[src/rtl/credit_link_transmitter.sv]
`default_nettype none
// ============================================================================
// Module   : credit_link_transmitter
// Brief    : Serializes whole packets onto a credit-flow-controlled link.
// Revision : 1.0
// ============================================================================
module credit_link_transmitter #(
  parameter  int FLIT_WIDTH   = 32,
  parameter  int PACKET_FLITS = 5,
  parameter  int BUFFER_DEPTH = 8,
  localparam int CW           = $clog2(BUFFER_DEPTH + 1)
) (
  input  logic                               clk,
  input  logic                               reset,
  input  logic [FLIT_WIDTH*PACKET_FLITS-1:0] packet_din,
  input  logic                               packet_valid_din,
  output logic                               packet_ready_dout,
  output logic [FLIT_WIDTH-1:0]              flit_dout,
  output logic                               flit_valid_dout,
  input  logic                               credit_din,
  output logic [CW-1:0]                      credit_count_dout,
  output logic                               busy_dout,
  output logic                               credit_overflow_dout,
  output logic [31:0]                        packet_count_dout
);

  localparam int IW = (PACKET_FLITS > 1) ? $clog2(PACKET_FLITS) : 1;

  localparam logic [0:0] IDLE = 1'b0;
  localparam logic [0:0] SEND = 1'b1;

  localparam logic [IW-1:0] LAST_IDX     = IW'(PACKET_FLITS - 1);
  localparam logic [CW-1:0] FULL_CREDITS = CW'(BUFFER_DEPTH);

  logic [0:0]                          state_q, state_d;
  logic [FLIT_WIDTH*PACKET_FLITS-1:0]  pkt_q, pkt_d;
  logic [IW-1:0]                       idx_q, idx_d;
  logic [FLIT_WIDTH-1:0]               flit_q, flit_d;
  logic                                valid_q, valid_d;
  logic [CW-1:0]                       credit_q, credit_d;
  logic                                overflow_q, overflow_d;
  logic [31:0]                         pkt_cnt_q, pkt_cnt_d;
  logic                                send;

  logic [FLIT_WIDTH-1:0] flits [PACKET_FLITS];

  generate
    for (genvar k = 0; k < PACKET_FLITS; k++) begin : g_flits
      assign flits[k] = pkt_q[k*FLIT_WIDTH +: FLIT_WIDTH];
    end
  endgenerate

  // Only the registered count gates a send; a credit arriving this cycle is usable next cycle.
  assign send = (state_q == SEND) && (credit_q != '0);

  always_comb begin
    state_d    = state_q;
    pkt_d      = pkt_q;
    idx_d      = idx_q;
    flit_d     = flit_q;
    valid_d    = 1'b0;
    credit_d   = credit_q;
    overflow_d = overflow_q;
    pkt_cnt_d  = pkt_cnt_q;

    case (state_q)
      IDLE: begin
        if (packet_valid_din) begin
          pkt_d   = packet_din;
          idx_d   = '0;
          state_d = SEND;
        end
      end
      default: begin
        if (send) begin
          flit_d  = flits[idx_q];
          valid_d = 1'b1;
          if (idx_q == LAST_IDX) begin
            idx_d     = '0;
            state_d   = IDLE;
            pkt_cnt_d = pkt_cnt_q + 32'd1;
          end else begin
            idx_d = idx_q + IW'(1);
          end
        end
      end
    endcase

    if (send && !credit_din) begin
      credit_d = credit_q - CW'(1);
    end else if (!send && credit_din) begin
      if (credit_q == FULL_CREDITS) begin
        overflow_d = 1'b1;
      end else begin
        credit_d = credit_q + CW'(1);
      end
    end
  end

  always_ff @(posedge clk or negedge reset) begin
    if (!reset) begin
      state_q    <= IDLE;
      pkt_q      <= '0;
      idx_q      <= '0;
      flit_q     <= '0;
      valid_q    <= 1'b0;
      credit_q   <= FULL_CREDITS;
      overflow_q <= 1'b0;
      pkt_cnt_q  <= '0;
    end else begin
      state_q    <= state_d;
      pkt_q      <= pkt_d;
      idx_q      <= idx_d;
      flit_q     <= flit_d;
      valid_q    <= valid_d;
      credit_q   <= credit_d;
      overflow_q <= overflow_d;
      pkt_cnt_q  <= pkt_cnt_d;
    end
  end

  assign packet_ready_dout    = (state_q == IDLE);
  assign busy_dout            = (state_q == SEND);
  assign flit_dout            = flit_q;
  assign flit_valid_dout      = valid_q;
  assign credit_count_dout    = credit_q;
  assign credit_overflow_dout = overflow_q;
  assign packet_count_dout    = pkt_cnt_q;

endmodule
`default_nettype wire

[config.mk]
export PLATFORM = sky130hd
export DESIGN_NAME = credit_link_transmitter
export DESIGN_NICKNAME = d
export VERILOG_FILES = /design/src/rtl/credit_link_transmitter.sv
export SDC_FILE = /design/constraint.sdc
export NUM_CORES = 1
export LEC_CHECK = 0
export ABC_AREA = 1
export CORE_UTILIZATION = 39
export CTS_CLUSTER_DIAMETER = 60
export DETAILED_ROUTE_END_ITERATION = 16
export GPL_ROUTABILITY_DRIVEN = 0
export PLACE_DENSITY = 0.69
export SLEW_MARGIN = 0
export SYNTH_ARGS = -nofsm -noshare
export SYNTH_HDL_FRONTEND = slang
export SYNTH_SLANG_ARGS = --single-unit
[constraint.sdc]
create_clock -name clk -period 2.71 [get_ports clk]
set_input_delay 0.542 -clock clk [delete_from_list [all_inputs] [get_ports clk]]
set_output_delay 0.542 -clock clk [all_outputs]
set_load 0.005 [all_outputs]
# Word-level counts from Yosys, hierarchy flattened
# Index checks and enable logic that the tools add are counted.
[word_totals]
output_inout_bits = 72
elab_cells = 50
ff_bits = 234
inputBits = 164
[classes]
n_reduce_logical = 14
add_sub_neg = 4
order_cmp = 1
bitwise_logic = 3
eq_ne = 4
n_mux = 16
[op_table]
columns = ["cell", "count"]
rows = [
  ["$bmux 32 s3", 1],
  ["$mux 32", 2],
  ["$add 32x1->32 const B", 1],
  ["$mux 3", 4],
  ["$mux 4", 3],
  ["$reduce_and 2->1", 4],
  ["$mux 1", 6],
  ["$reduce_and 3->1", 2],
  ["$add 4x1->4 const B", 1],
  ["$eq 4x4->1 const B", 1],
  ["$ge 4x4->1 const B", 1],
  ["$not 3->4", 1],
  ["$reduce_bool 2->1", 2],
  ["$reduce_bool 4->1", 1],
  ["$sub 4x1->4 const B", 1],
  ["$add 3x1->3 const B", 1],
  ["$eq 3x3->1 const B", 1],
  ["$logic_and 1x1->1", 3],
  ["$logic_not 1->1", 2],
  ["$ne 2x1->1 const B", 1],
  ["$ne 2x2->1 const B", 1],
  ["$not 1->1", 2],
]

# Longest topological paths before layout
[depth]
word_depth = 6
ltp_mapped = 14
mapped_depth_nobuf = 13

# Worst setup path after synthesis
# No wires, ideal clock.
[synth_timing]
path_kind = "reg-to-reg"
from = "register credit_q[3] (netlist: credit_count_dout[3])"
to = "register credit_q[2] (netlist: credit_count_dout[2])"
t_arrival_ps = 2009
stages_incl_launch_ff = 14
n_path_buf = 1
setup_slack_ps = 571
setup_ps = 130
synth_period_minus_slack_ps = 2139
required_time_ps = 2580
cell_sequence = "dfstp_2 -> nor2_1 -> nand2_2 -> nand2_2 -> inv_2 -> buf_2 -> ha_1 -> nand2_1 -> inv_1 -> nor2_1 -> ha_1 -> a21oi_1 -> xor2_1 -> o21ai_0"
[synth_via]
elab_chain_cells = 6
word_cells_on_any_way = 10
cone_classes = "2 x eq/ne; 1 x mux; 7 x reduce/logical"
[synth_lines]
columns = ["element", "line", "text"]
rows = [
  ["from (decl)", "40", "logic [CW-1:0] credit_q, credit_d;"],
  ["from (signal assigned)", "116", "credit_q <= credit_d;"],
  ["$reduce_bool 4->1", "54", "assign send = (state_q == SEND) && (credit_q != '0);"],
  ["$logic_and 1x1->1", "54", ""],
  ["$logic_not 1->1", "91", "end else if (!send && credit_din) begin"],
  ["$logic_and 1x1->1", "91", ""],
  ["$reduce_bool 2->1 (no source line)", "--", ""],
  ["$reduce_and 2->1 (no source line)", "--", ""],
]
# Several ways; a longest one is shown, not always the timed one.
# A chain may end at the register's enable or synchronous reset.

# Final worst setup path
[layout_timing]
from = "register state_q (netlist: busy_dout)"
to = "output packet_ready_dout"
[layout_via]
elab_chain_cells = 1
[layout_lines]
columns = ["element", "line", "text"]
rows = [
  ["from (decl)", "35", "logic [0:0] state_q, state_d;"],
  ["from (signal assigned)", "111", "state_q <= state_d;"],
  ["$not 1->1 (no source line)", "--", ""],
  ["to (decl)", "17", "output logic packet_ready_dout,"],
]
# No other way between the ends.

==> impl_metrics.toml <==
[run_status]
status = "complete, no violations"

[global_routing]
grt_max_degree = 99
grtUsageTotal_pct = 20.4
grt_pass1_vias = 8609
antenna_found_initial = 1
grt_pass1_wl_um = 45900
grt_overflow = 0

[min_path]
hold_path.class = "reg -> reg"
holdPathEnd = "credit_overflow_dout"
worstHoldStart = "credit_overflow_dout"
hold_depth = 1

[power]
ir_drop_v = 0.000568
p_per_area_nw_per_um2 = 1070
leakagePower_nw = 6.45

[synth]
synthArstFlopShare_pct = 100
ys_ff_latch = 234
synth_compound_area_share_pct = 12.4
post-synth-top-count-cell = "dfrtp_1"
yosysTopAreaCellShare_pct = 54.1
synth_top_family_by_area = "simple AND/OR/NAND/NOR gates"
avgSynthCellArea_um2 = 9.45
ys_types = 34
synth_area_leaders = "dfrtp_1 (54%), mux2_2 (10%), a21oi_1 (7.5%)"
synth_ff_type = "dfrtp_1"
synth_adder_area_share_pct = 0.813
syn-num-nets = 1310
ys_warn_count = 0
synthTopCellsByCount = "dfrtp_1 (233), nor2_1 (166), a21oi_1 (161), nand2_1 (116), inv_1 (107)"
synth_xor_area_share_pct = 1.86
synth_edf_count = 0
muxShareOfSynthArea_pct = 10.0
ys_seq_area_share_pct = 54.4
synth_cells = 1139
syn_area_um2 = 10800
netlist.top_cell.by_area = "dfrtp_1"
synth_simple_gate_area_share_pct = 13.3

[worst_setup_path]
crit_fanout = 4
crit_slowest_cell = "clkdlybuf4s50_1"
startpoint_type = "register"
worst_path_largest_cell_delay_ns = 0.51
critical_path_required_ns = 2.17
critPathArrivalTime_ns = 1.64
end_kind = "output pin"
ff2ff_setup_slack_ns = 0.76
worstSetupPathType = "reg -> out"
timing.rr.start = "idx_q[0]"
r2r-end = "packet_count_dout[15]"
rr_worst_depth = 8
crit_chain = "inv_2 -> clkdlybuf4s50_1"

[drt]
finalWirelength_um = 28200
vias_per_cell = 5.00
drc = 0
wl_per_cell_um = 16.4
dr.pass1.iters = 5
num_vias = 8618
postRouteAntennaNets = 0
drt_iter0_markers = 570

[timing]
worstMarginPinSlew_ns = 0.760
fin_crit_ns = 2.18
finalSetupTns_ns = 0
fmax_ghz = 0.459
drv_slew = 0
rsz0062_at_grt = "false"
setup_viol = 0
fin_worst_skew_ns = 0.00782
timing.final.hold_violations = 0
min_period_over_period_pct = 80.4
worst_slew_margin_rel_pct = 49.3

[floorplan]
die_w_um = 168
fp.coreArea_um2 = 27000
dieArea_um2 = 28300
initial_core_util_pct = 39.8
chipHeight_um = 168
num_io_pins = 236
rows = 60

[clock_network]
cts_made_buffers = 27
cts_tree = "done"
postCtsSetupRepairBufs = 0
path_clk_slew_ns = 0.06
htreeDepth = 1
root_buffer = "clkbuf_16"
clkLatencyLatePin_ns = 0.53
clockBufferDepth = 3
clock-sinks = 234
post_cts_resized = 0

[layout]
layout-area-overhead-vs-synth_pct = 33.8
fin_util_pct = 53.3
multi_input_area_um2 = 4160
fin_nets = 1535
drive_gt1_share_pct = 13.2
nFillCells = 2460
seq_area_um2 = 5860

[run]
cap_violations = 0

[placed_design]
detailed_place_hpwl_um = 19000
portBuffers = 235
[final cells by class]
type / count / area share (%)
flip-flops and latches: 234 / 40.7
repair buffers: 255 / 18.1
clock buffers: 41 / 5.61
diodes: 1 / 0.0174
inverters: 113 / 2.95
clock inverters: 7 / 0.790
multi-input cells: 733 / 28.8
well taps: 341 / 2.96
[metrics by stage]
stage / power [mW] / hold slack, ns / cells / cell area [um2] / worst slack [ns]
global route: 16.6 / 0.505 / 1724 / 14400 / 0.480
finish: 15.4 / 0.477 / 1725 / 14400 / 0.531
global placement: 11.6 / 0.461 / 1675 / 13500 / 0.517
floorplan: 9.55 / 0.246 / 1139 / 10800 / 0.571
CTS: 15.6 / 0.477 / 1724 / 14400 / 0.511
detailed placement: 11.8 / 0.464 / 1675 / 13500 / 0.541
[report_power, final]
group	internal, mW	total [mW]	switching [mW]
clock	2.32	3.75	1.43
sequential	5.07	5.88	0.816
combinational	2.71	5.79	3.08
[state kept, by name, indices dropped and copies added, names as in the netlist]
name and flops:
flit_valid_dout 1, packet_count_dout 32, idx_q 3, pkt_q 160
credit_count_dout 4, flit_dout 32, credit_overflow_dout 1, busy_dout 1
[cell usage in the layout, fill, tap and decap left out, drive strengths merged, types with 5 or more instances in the layout]
cell             n
a21oi          161
buf             20
clkbuf          41
clkdlybuf4s50  234
clkinv           5
dfrtp          233
ha               7
inv            112
mux2            96
nand2          121
nand3           34
nand4           10
nor2           170
nor3             6
o21ai          102
xnor2           11
xor2            11
[cells by family after synthesis]
group,Yosys count
mux,96
xor+xnor,22
fa+ha+maj,7
flops,234
simple gates,343
compound gates,265
buf+inv,172
[worst max-delay path by stage]
stage	from	to	depth (start not counted)
after global routing	busy_dout	packet_ready_dout	2
after global placement	credit_din	credit_count_dout[2]	9
final	busy_dout	packet_ready_dout	2
after CTS	busy_dout	packet_ready_dout	2
after detailed placement	credit_din	credit_count_dout[2]	9
after floorplan	credit_count_dout[3]	credit_count_dout[2]	13
[routing by layer]
metal / wire length [um] / track usage (%)
met1: 12500 / 27.1
met2: 13200 / 33.6
met3: 1780 / 4.68
met4: 710 / 5.22
met5: 0 / 0
[critical path, delay by kind of cell (launching register included)]
kind | cells | cell delay, ns
flops | 1 | 0.45
buf+inv | 2 | 0.66
[what timing repair did]
action | 4_1_cts | 5_1_grt
setup endpoints to repair | 0 | 0
hold endpoints to repair | 60 | 0
hold buffers | 1 | 0
Note: power is estimated with default switching activity, not from simulation.
==> RTL change: new RTL, same settings <==
The parameter `BUFFER_DEPTH` goes from 8 to 16.
--- a/src/rtl/credit_link_transmitter.sv
+++ b/src/rtl/credit_link_transmitter.sv
@@ -9,3 +9,3 @@
   parameter  int PACKET_FLITS = 5,
-  parameter  int BUFFER_DEPTH = 8,
+  parameter  int BUFFER_DEPTH = 16,
   localparam int CW           = $clog2(BUFFER_DEPTH + 1)
Ports: changed (resized credit_count_dout); port bits go from 236 to 237. No check against the original RTL was run, so the function may have changed too.
==> RTL change against the original RTL <==
  * Hold slack worse by 13 ps
  * Clock skew is 0.88 ps lower
  * Wire length is 3.0% higher
  * Area after synthesis is 4.7% higher
  * Critical endpoint is now credit_count_dout[3]
  * Sequential cell count is 1 higher
  * Design area is 3.2% higher
  * Count of clock-buffer cells in the layout is 3 lower
  * Die area is 4.7% higher
  * Setup slack worse by 180 ps
  * Total power is 5.3% higher
  * Combinational power is 12% higher
==> RTL change: results (changes against the original RTL) <==
| Metric | Value |
|---|---|
| ANT cells | 0 (-1) |
| Dpl ws | 368 ps (-173 ps) |
| Synth Net Count | 1256 (-4.1%) |
| R2r setup slk | 350 ps (-410 ps) |
| Register area share after synthesis | 0.522 (-0.0224) |
| Pleak | 0.00691 uW (+7.1%) |
| Initial antenna violation count | 0 (-1) |
| Synth Area in XOR/XNOR | 0.0154 (-0.00317) |
| CP Max Fanout | 33 (+29) |
| Worst rel slew slack | 0.619 (+0.126) |
| Mux share of post-synthesis cell area | 0.154 (+0.0537) |
| Worst reg2reg path endpoint | credit_count_dout[3] |
| Layout cells sized above 1 | 0.161 (+0.0296) |
| Cell variety after synth | 38 (+12%) |
| Max IR drop VDD | 0.490 mV (-14%) |
| Port bufs | 236 (+0.43%) |
| Vias in the first global route | 8742 (+1.5%) |
| Adder-Cell Fraction of Synth Area | 0.00888 (+0.000741) |
| Hpwl dp | 19700 um (+3.5%) |
| Clk_skew | 6.94 ps (-0.877 ps) |
| Overall Global Routing Usage | 0.200 (-0.00353) |
| Drt wl/cell | 17.0 um (+3.8%) |
| Synth Area in Compound Gates | 0.110 (-0.0141) |
| Reg2reg path depth | 11 (+3) |
| Outcome | finished clean |
| Psw | 5500 uW (+3.4%) |
| Synth cell count leaders | dfrtp_1, a21oi_1, nand2_1, nor2_1, mux2_4 |
| Fin Hold WS | 464 ps (-13.3 ps) |
-- RTL change: cell count changes in the layout (fill, tap and decap cells not counted), moves of 4 or more --
cell,before,now
a21oi_1,161,135
buf_4,11,15
inv_1,107,68
mux2_2,96,21
mux2_4,0,100
nand2_1,116,135
nand3_1,32,21
nand3b_1,1,9
nor2_1,166,135
o21ai_0,69,59
o21ai_1,33,45
xnor2_1,10,6
-- RTL change: timing repair --
item	4_1_cts	5_1_grt
endpoints found under the hold margin	26	0
gates resized for setup	0	0
hold buffers	1	0
-- RTL change: worst max path at each step --
stage / end / from / slack, ps / cells after the start
2_1_floorplan: credit_count_dout[4] / credit_count_dout[0] / 540 / 14
3_3_place_gp: credit_count_dout[4] / credit_din / 400 / 11
3_5_place_dp: credit_count_dout[3] / credit_count_dout[4] / 370 / 11
4_1_cts: credit_count_dout[3] / credit_count_dout[4] / 350 / 11
5_1_grt: credit_count_dout[3] / credit_count_dout[4] / 240 / 11
6_report: credit_count_dout[3] / credit_count_dout[4] / 350 / 11
-- RTL change: cell type report --
type | instances | area, um^2
Fill cell | 2526 | 13200
Sequential cell | 235 | 5890
Multi-Input combinational cell | 719 | 4670
Timing Repair Buffer | 259 | 2630
Clock buffer | 38 | 787
Tap cell | 378 | 473
Inverter | 73 | 279
Clock inverter | 10 | 128
-- RTL change: worst max-delay path, cell delays in order (launching register included) --
cell	delay, ps
dfstp_2	560
inv_1	70
nand3_2	100
nand2_4	50
inv_2	60
buf_4	410
ha_1	330
inv_1	80
a21oi_2	270
inv_1	160
nand2_1	90
nand2_1	60
-- RTL change: power by group through the flow --
stage | registers (uW) | logic [uW] | clock network, uW
2_1_floorplan | 5810 | 4620 | 0
3_5_place_dp | 6060 | 6540 | 0
4_1_cts | 6030 | 6570 | 3810
5_1_grt | 6220 | 7230 | 3930
6_report | 6050 | 6490 | 3720
3_3_place_gp | 6020 | 6350 | 0
-- RTL change: logic make-up after synthesis --
kind of cell               count (synthesis)
AOI/OAI and AO/OA                        244
xor gates and xnor gates                  19
adders and majority gates                  8
buffers and inverters                    130
DFF                                      235
muxes                                    121
and+or+nand+nor                          327
-- RTL change: per-stage QoR --
step	instance area (um^2)	std cells	util	power [uW]
floorplan	11300	1084	-	10400
global route	14900	1712	0.529	17400
CTS	14900	1712	0.529	16400
finish	14900	1712	0.529	16300
global placement	13900	1663	0.496	12400
detailed placement	13900	1663	0.496	12600
-- RTL change: layer usage --
layer | vias up | routed length, um | track usage
met5 | - | 0 | 0
met4 | 0 | 516 | 0.0442
met3 | 38 | 1680 | 0.0309
met2 | 252 | 13600 | 0.333
met1 | 4137 | 13200 | 0.275
li1 | 4064 | - | -
